===== config.mk =====
export PLATFORM = sky130hd
export DESIGN_NAME = comp_serie
export DESIGN_NICKNAME = d
export VERILOG_FILES = /design/src/rtl/comp_pkg.sv /design/src/rtl/comp_chunk.sv /design/src/rtl/comp_serie.sv
export SDC_FILE = /design/constraint.sdc
export NUM_CORES = 1
export LEC_CHECK = 0
export CORE_MARGIN = 3
export CORE_UTILIZATION = 46
export CTS_BUF_LIST = sky130_fd_sc_hd__clkbuf_2 sky130_fd_sc_hd__clkbuf_4 sky130_fd_sc_hd__clkbuf_8
export DETAILED_ROUTE_END_ITERATION = 10
export GPL_TIMING_DRIVEN = 1
export PLACE_DENSITY = 0.77
export SYNTH_ARGS = -nofsm -noshare
export SYNTH_HDL_FRONTEND = slang
export SYNTH_SLANG_ARGS = --single-unit
export TNS_END_PERCENT = 100

===== constraint.sdc =====
create_clock -name clk -period 1.9 [get_ports clk]
set_input_delay 0.19 -clock clk [delete_from_list [all_inputs] [get_ports clk]]
set_output_delay 0.19 -clock clk [all_outputs]
set_load 0.01 [all_outputs]

===== src/rtl/comp_pkg.sv =====
// Shared definitions for the serial magnitude comparator: FSM state
// encoding and the 3-bit result word {M, igual, m}.
package comp_pkg;

    typedef enum logic [1:0] {
        ST_IDLE = 2'd0,
        ST_RUN  = 2'd1,
        ST_DONE = 2'd2
    } state_t;

    localparam logic [2:0] RES_NONE = 3'b000;
    localparam logic [2:0] RES_GT   = 3'b100;
    localparam logic [2:0] RES_EQ   = 3'b010;
    localparam logic [2:0] RES_LT   = 3'b001;

    // Packs the three comparator flags into the shared result encoding.
    function automatic logic [2:0] packResult(input logic gt, input logic eq, input logic lt);
        return {gt, eq, lt};
    endfunction

endpackage


===== src/rtl/comp_chunk.sv =====
// Combinational CHUNK-bit unsigned magnitude comparator used by comp_serie
// to judge one slice of the operands per clock cycle.
module comp_chunk
    import comp_pkg::*;
#(
    parameter int CHUNK = 2
) (
    input  logic [CHUNK-1:0] a,
    input  logic [CHUNK-1:0] b,
    output logic             M,
    output logic             igual,
    output logic             m
);

    // Exactly one flag is high for any pair of inputs.
    always_comb begin
        M     = (a > b);
        igual = (a == b);
        m     = (a < b);
    end

endmodule


===== src/rtl/comp_serie.sv =====
// Serial magnitude comparator: walks the captured operands CHUNK bits per
// cycle, MSB chunk first, and stops at the first differing chunk.
// Optional feature: define COMP_SIGNED_EN to compare the operands as two's
// complement (the sign bit of both operands is inverted on capture, so the
// unsigned chunk walk orders signed values correctly at no latency cost).
module comp_serie
    import comp_pkg::*;
#(
    parameter int WIDTH = 8,
    parameter int CHUNK = 2
) (
    input  logic             clk,
    input  logic             rst_n,
    input  logic             start,
    input  logic [WIDTH-1:0] a,
    input  logic [WIDTH-1:0] b,
    output logic             busy,
    output logic             done,
    output logic             M,
    output logic             igual,
    output logic             m
);

    localparam int NCHUNK = (CHUNK > 0) ? (WIDTH / CHUNK) : 1;
    localparam int IDXW   = (NCHUNK > 1) ? $clog2(NCHUNK) : 1;
    localparam logic [IDXW-1:0] IDX_LAST = IDXW'(NCHUNK - 1);

`ifdef COMP_SIGNED_EN
    localparam logic [WIDTH-1:0] SIGN_FLIP = WIDTH'(1) << (WIDTH - 1);
`else
    localparam logic [WIDTH-1:0] SIGN_FLIP = '0;
`endif

    // Reject operand widths that cannot be split into whole chunks.
    generate
        if (CHUNK < 1 || (WIDTH % CHUNK) != 0) begin : g_badCfg
            $error("comp_serie: WIDTH must be a positive multiple of CHUNK");
        end
    endgenerate

    state_t           r_state;
    logic [WIDTH-1:0] r_opA;
    logic [WIDTH-1:0] r_opB;
    logic [IDXW-1:0]  r_idx;
    logic             r_busy;
    logic             r_done;
    logic [2:0]       r_res;

    logic [CHUNK-1:0] w_chunkA;
    logic [CHUNK-1:0] w_chunkB;
    logic             w_chunkGt;
    logic             w_chunkEq;
    logic             w_chunkLt;
    logic [2:0]       w_chunkRes;

    // Select the chunk pointed to by the current index.
    always_comb begin
        w_chunkA   = r_opA[int'(r_idx) * CHUNK +: CHUNK];
        w_chunkB   = r_opB[int'(r_idx) * CHUNK +: CHUNK];
        w_chunkRes = packResult(w_chunkGt, w_chunkEq, w_chunkLt);
    end

    comp_chunk #(
        .CHUNK (CHUNK)
    ) u_chunk (
        .a     (w_chunkA),
        .b     (w_chunkB),
        .M     (w_chunkGt),
        .igual (w_chunkEq),
        .m     (w_chunkLt)
    );

    // Control FSM with registered busy/done/result; a differing chunk or the last equal chunk ends the walk.
    always_ff @(posedge clk) begin
        if (!rst_n) begin
            r_state <= ST_IDLE;
            r_opA   <= '0;
            r_opB   <= '0;
            r_idx   <= '0;
            r_busy  <= 1'b0;
            r_done  <= 1'b0;
            r_res   <= RES_NONE;
        end else begin
            r_done <= 1'b0;
            case (r_state)
                ST_IDLE: begin
                    if (start) begin
                        r_opA   <= a ^ SIGN_FLIP;
                        r_opB   <= b ^ SIGN_FLIP;
                        r_idx   <= IDX_LAST;
                        r_busy  <= 1'b1;
                        r_state <= ST_RUN;
                    end
                end
                ST_RUN: begin
                    if (!w_chunkEq || r_idx == '0) begin
                        r_res   <= w_chunkRes;
                        r_done  <= 1'b1;
                        r_state <= ST_DONE;
                    end else begin
                        r_idx <= r_idx - 1'b1;
                    end
                end
                ST_DONE: begin
                    r_busy  <= 1'b0;
                    r_state <= ST_IDLE;
                end
                default: begin
                    r_busy  <= 1'b0;
                    r_state <= ST_IDLE;
                end
            endcase
        end
    end

    assign busy  = r_busy;
    assign done  = r_done;
    assign M     = r_res[2];
    assign igual = r_res[1];
    assign m     = r_res[0];

endmodule


==> impl_summary.md <==
Logic synthesis
The Yosys step of the flow raised 0 warnings. The synthesized netlist devotes 3.444% of its cell area to adder and majority cells. Summing every instance area after synthesis gives 0.001090 mm².

Sequential elements use 45.92% of the synthesized area. In this run the biggest area consumer among cell types represents 45.92% of the synthesized area. sky130_fd_sc_hd__nand2_1 is the most common cell in the netlist. The number of distinct library cell variants in the gate-level netlist after synthesis is 25.

The number of nets handed over by synthesis was 142. The cell taking the most area after synthesis is sky130_fd_sc_hd__dfxtp_1. For this run, the leading register cell type out of synthesis is sky130_fd_sc_hd__dfxtp_1. In the synthesized netlist the async set-or-reset flop fraction comes to 0%. By count the netlist is led by 32 x sky130_fd_sc_hd__nand2_1, 25 x sky130_fd_sc_hd__dfxtp_1, 19 x sky130_fd_sc_hd__a21oi_1. After synthesis, the cell types taking the most area are sky130_fd_sc_hd__dfxtp_1 46%, sky130_fd_sc_hd__nand2_1 11%, sky130_fd_sc_hd__a21oi_1 8.7%.

By area, the combinational part of the netlist is dominated by simple AND/OR/NAND/NOR gates. The synthesized design contains 25 register bits. In this run, synthesis inferred 0 flip-flops with an integrated enable.

Summing the areas of all xor and xnor instances in the mapped netlist gives 0% of the synthesized area. Of the post-synthesis cell area, the part taken by muxes is 8.266%. The synthesized netlist devotes 14.93% of its cell area to compound gates. The synthesized netlist devotes 20.32% of its cell area to simple gates. The synthesized area divided by synthesized cell count is 9.082 µm².

The number of instances in the synthesized netlist is 120.

Clocking
In this run, post-CTS hold repair placed 0 buffers. The clock reaches the later pin of the worst-skew pair after 0.31 ns. The total number of H-tree levels is 1. The longest clock path from root to sink contains 2 buffers. After clock tree synthesis, the clock-pin slew on the worst setup and hold paths is 0.13 ns. The tree is rooted in a sky130_fd_sc_hd__clkbuf_4.

The number of sinks driven by the clock tree is 25. TritonCTS built the clock tree. Counting the buffers created by CTS gives 3.

Outcome
The checks that failed: setup timing. The flow ran to the end, but the final reports show violations.

Worst setup path
Data arrives at the worst endpoint at 2.21 ns. STA puts the critical path data required time at 2.12 ns. The critical path start-end classification is flip-flop to flip-flop. The maximum net fanout on the critical path is 6.

The element type at the critical path start is a flip-flop. The worst setup path is captured at a flip-flop.

STA
After layout, the minimum clock period comes to 1.993 ns. Across all setup checks in the final design, the least slack found is -0.09294 ns. Setup violations remaining at the end of the flow were counted as 5. The actual slew at the worst max-slew pin is 0.5742 ns. Measured against its own limit, the worst slew margin works out to 61.64%.

The share of the cycle needed by the critical path after routing is 104.9%. Setup repair after global routing could not meet its margin everywhere. The final hold violation count is 0. After routing, the total negative slack on setup checks comes to -0.1897 ns.

The maximum clock frequency is 0.5018 GHz. Clock skew on the completed layout was measured at 0.002856 ns. The final number of max-transition violations is 0.

Pwr
Combinational logic burns 29.3% of the power. The power dissipated by switching net loads is 348.2 µW. The sequential share of power is 51.0%. Of the total power, the share spent switching nets is 29.29%.

The clock network fraction of design power is 19.7%. The analysis attributes to cell leakage a power of 0.0005318 µW. Across the VDD grid, the largest voltage drop is 0.5688 mV. The internal power summed over all cells is 840.4 µW. The power per cell area is 831.1 mW/mm².

Routing
The total wire length is 2116 µm. For this run, design rule violations remaining after detail routing come to 0. The number of routed nets with antenna violations is 0. The via density per instance is 5.127. The number of DRC markers in iteration 0 is 11. The total number of vias is 887. After detailed routing, the average wire length per cell comes to 12.23 µm. The number of detailed-routing iterations run before antenna repair is 3.

Placed design
Routability-driven placement finished with a final weighted congestion of 0.7440. Prior to clock tree synthesis, the placed netlist has a worst setup slack of -0.1310 ns. Port buffering added 23 buffers. Detailed placement ended at an HPWL of 1584 µm.

Die
The starting density of the core is 51.85%. The number of primary I/O pins is 24. Row generation in the floorplan step produced 16 rows.

The area of the die is 0.002989 mm². The die is 54.68 µm tall. The core region is 0.002102 mm². The width of the die is 54.68 µm.

Min path
The type of the tightest min-delay check is primary input to flip-flop.

Global route
Global routing consumed, over all layers together, 17.75% of the routing resources. The largest net degree at the start of global routing is 23. The number of antenna violations at the first check in global routing was 0. Summed over all layers, the global routing overflow is 0. The first global-routing pass estimated 3767 µm of wire. The via count of the first global-routing pass is 880.

Final layout
The area growth from synthesis to layout is 31.23%. The final net count is 169. The antenna diode count is 0. The fraction of layout instances using a drive strength above 1 is 17.81%.

Run
Across the run, the number of max-cap violations was 0.
==> critical path: stages (launching register included) <==
cell	delay, ns
sky130_fd_sc_hd__dfxtp_2	0.37
sky130_fd_sc_hd__buf_6	0.10
sky130_fd_sc_hd__mux4_2	0.53
sky130_fd_sc_hd__ha_4	0.26
sky130_fd_sc_hd__and3b_2	0.25
sky130_fd_sc_hd__buf_6	0.14
sky130_fd_sc_hd__o211ai_1	0.16
sky130_fd_sc_hd__o31ai_1	0.09
==> final cells by class <==
class	instances	area (µm²)
Fill cell	186	671.9
Multi-Input combinational cell	82	554.3
Sequential cell	25	501.7
Timing Repair Buffer	30	294.0
Tap cell	27	33.78
Clock buffer	3	22.52
Inverter	5	18.77
Clock inverter	1	5.005
==> per-layer routing <==
layer	vias up	share of wire (%)	GRT usage, %
met4	0	1.8	8.714
met1	405	44	20.71
met5	-	0	0
met2	16	50	31.30
li1	462	-	-
met3	4	4.1	2.452
==> cell usage in the layout (no fill, tap or decap), types with 2 or more instances in the layout <==
cell type / count
sky130_fd_sc_hd__a21oi_1: 19
sky130_fd_sc_hd__nor2_1: 3
sky130_fd_sc_hd__nand2_1: 32
sky130_fd_sc_hd__o211ai_1: 2
sky130_fd_sc_hd__nor3_1: 2
sky130_fd_sc_hd__buf_4: 4
sky130_fd_sc_hd__dfxtp_1: 24
sky130_fd_sc_hd__mux4_2: 4
sky130_fd_sc_hd__buf_6: 3
sky130_fd_sc_hd__clkdlybuf4s50_1: 23
sky130_fd_sc_hd__inv_2: 2
sky130_fd_sc_hd__inv_1: 3
sky130_fd_sc_hd__a211oi_2: 2
sky130_fd_sc_hd__ha_4: 2
sky130_fd_sc_hd__nand2b_1: 2
sky130_fd_sc_hd__nor2b_1: 3
sky130_fd_sc_hd__clkbuf_4: 3
==> power by group through the flow <==
stage,logic (µW),registers [µW],clock network [µW]
final,349,606,234
after global routing,388,612,267
after CTS,346,607,244
after detailed placement,318,617,0
after global placement,307,615,0
after floorplan,230,613,0
==> sequential cells by signal, summed over array words and instances, names as in the netlist <==
| name | count |
|---|---|
| busy | 1 |
| r_res | 3 |
| r_idx | 2 |
| done | 1 |
| r_opB | 8 |
| r_opA | 8 |
| r_state | 2 |
==> path summary, 6_finish.rpt <==
path / start / end / slack (ns) / cells past startpoint
worst max-delay path: r_idx[0] / r_res[0] / -0.09 / 7
worst min-delay path: b[0] / r_opB[0] / 0.40 / 3
worst max register to register: r_idx[0] / r_res[0] / -0.09 / 7
worst min register to register: r_opA[6] / r_opA[6] / 0.47 / 2
==> stage by stage <==
step                      util [%]  hold slack (ns)  instances  power (µW)  area (µm²)
after floorplan                  -           0.3259        120       842.6        1125
after global placement       64.82           0.4426        168       921.4        1363
after detailed placement     64.82           0.4468        168       934.4        1363
after CTS                    67.74           0.3905        173        1197        1424
after global routing         68.04           0.3793        173        1268        1430
final                        68.04           0.4008        173        1189        1430
==> cell families (layout without fill, tap and decap cells) <==
family / count (synthesis) / after routing
adder cells (fa/ha/maj): 3 / 3
multiplexers: 4 / 4
buffers and inverters: 13 / 39
AND/OR/NAND/NOR: 47 / 47
flip-flops: 25 / 25
AO/OA/AOI/OAI: 28 / 28
==> repair_timing <==
item,CTS,global route
pin swaps,5,5
resized for setup,7,1
setup endpoints to repair,7,6
buffers inserted,1,0
Note: power is estimated with default switching activity, not from simulation.
==> RTL edit (same flow settings) <==
The parameter `WIDTH` goes from 8 to 16.
--- a/src/rtl/comp_serie.sv
+++ b/src/rtl/comp_serie.sv
@@ -7,5 +7,5 @@
     import comp_pkg::*;
 #(
-    parameter int WIDTH = 8,
+    parameter int WIDTH = 16,
     parameter int CHUNK = 2
 ) (
Interface: changed (resized a and b); port bits go from 24 to 40. The function was not compared with the original's and may differ.
==> RTL edit against the unedited design <==
- the flow still finishes with violations (setup timing)
- total power rose to 2.7 times the old value
- sequential cell count grew 17
- core utilization decreased by 0.48 points
- wire length increased by 85%
- synthesized area grew 76%
- cell area rose by 81%
- sequential power increased by 95%
- worst setup slack got worse by 0.092 ns
- cell count up 75%
- first-iteration DRC count grew to 8.4 times the old value
- hold slack gained 0.042 ns
- clock skew up 0.0024 ns
- largest power group is now combinational logic
==> RTL edit: results (changes against the unedited design) <==
[drt]
via_count = 1553  ; was 887
first_pass_iters = 4  ; was 3
wl_per_cell_um = 13.0  ; was 12.2 um

[final_layout]
num-fill-cells = 309  ; was 186
reg_top3 = r_opA x16, r_opB x16  ; was r_opA x8, r_opB x8, r_res x3
sh_seq_area_pct = 32.7  ; was 35.1%
signal_buffers = 50  ; was 30
inv_count = 3  ; was 5
nets = 293  ; was 169
layout.nonclk_buf_share_pct = 18.3  ; was 20.6%
clkbuf_count = 7  ; was 3
multi_input_area_share_pct = 41.8  ; was 38.8%
comb.multi_input.count = 152  ; was 82
drive_above_1_share_pct = 17.3  ; was 17.8%

[clocking]
clkTransAtPathRegs_ns = 0.07  ; was 0.13 ns
cts_inserted_buffers = 5  ; was 3
root_buffer = clkbuf_8  ; was clkbuf_4
clk_latency_ns = 0.28  ; was 0.31 ns
htreeDepth = 2  ; was 1

[timing]
maxSlewHeadroom_pct = 73.3  ; was 61.6%
finalSetupViolCount = 9  ; was 5
setup_ws_ns = -0.185  ; was -0.0929 ns

[global_routing]
grt_pass1_vias = 1516  ; was 880
grt_start_max_net_pins = 34  ; was 23
grt_usage_pct = 16.8  ; was 17.7%

[yosys]
yosysSeqAreaShare_pct = 43.9  ; was 45.9%
synth_area_mm2 = 0.00192  ; was 0.00109 mm2
syn_nets = 250  ; was 142
synth_fa_ha_area_share_pct = 2.61  ; was 3.44%
synth_compound_area_share_pct = 17.5  ; was 14.9%
synth.area.top_cells = dfxtp_1, nand2_1, a21boi_1, mux4_2, ha_1  ; was dfxtp_1, nand2_1, a21oi_1, mux4_2, ha_1
synthTopCellsByCount = nand2_1, dfxtp_1, a21boi_1  ; was nand2_1, dfxtp_1, a21oi_1

[outcome]
status = finished with violations  ; unchanged
violations = setup timing  ; unchanged

[place]
gp_congestion = 0.859  ; was 0.744
pre_cts_slack_ns = -0.278  ; was -0.131 ns
port-buffer-count = 39  ; was 23
dp_hpwl_um = 2840  ; was 1580 um

[worst_setup_path]
cp.arrival_ns = 2.30  ; was 2.21 ns
critPathMaxStageDelay_ns = 0.56  ; was 0.53 ns
crit_path_max_fanout = 8  ; was 6

[power_and_ir_drop]
clock_power_uw = 695  ; was 234 uW
vdd_drop_max_v = 0.000714  ; was 0.000569 V
p_per_area_mw_per_mm2 = 1220  ; was 831 mW/mm2

RTL edit: cell types whose count changed after synthesis, moves of 4 or more:
cell      before  now
nand2_1       32   74
a21oi_1       19    2
a21boi_1       0   33
buf_2          2    7
mux4_2         4    8
dfxtp_1       25   42
RTL edit: layer usage:
metal,routed length [um],global-route usage (%)
met1,1690,20.2
met2,2070,29.9
met3,143,3.84
met4,17,5.01
met5,0,0
RTL edit: kinds of logic after synthesis:
kind of cell               count (synthesis)
muxes                                     11
and+or+nand+nor                           92
AOI/OAI and AO/OA                         45
adders and majority gates                  4
buffers and inverters                     17
DFF                                       42
RTL edit: worst paths after layout:
check | slack (ns) | from | depth (start not counted) | endpoint
max | -0.18 | r_idx[1] | 6 | r_res[0]
min | 0.44 | a[5] | 3 | r_opA[5]
max reg2reg | -0.18 | r_idx[1] | 6 | r_res[0]
min reg2reg | 0.45 | r_opA[14] | 2 | r_opA[14]
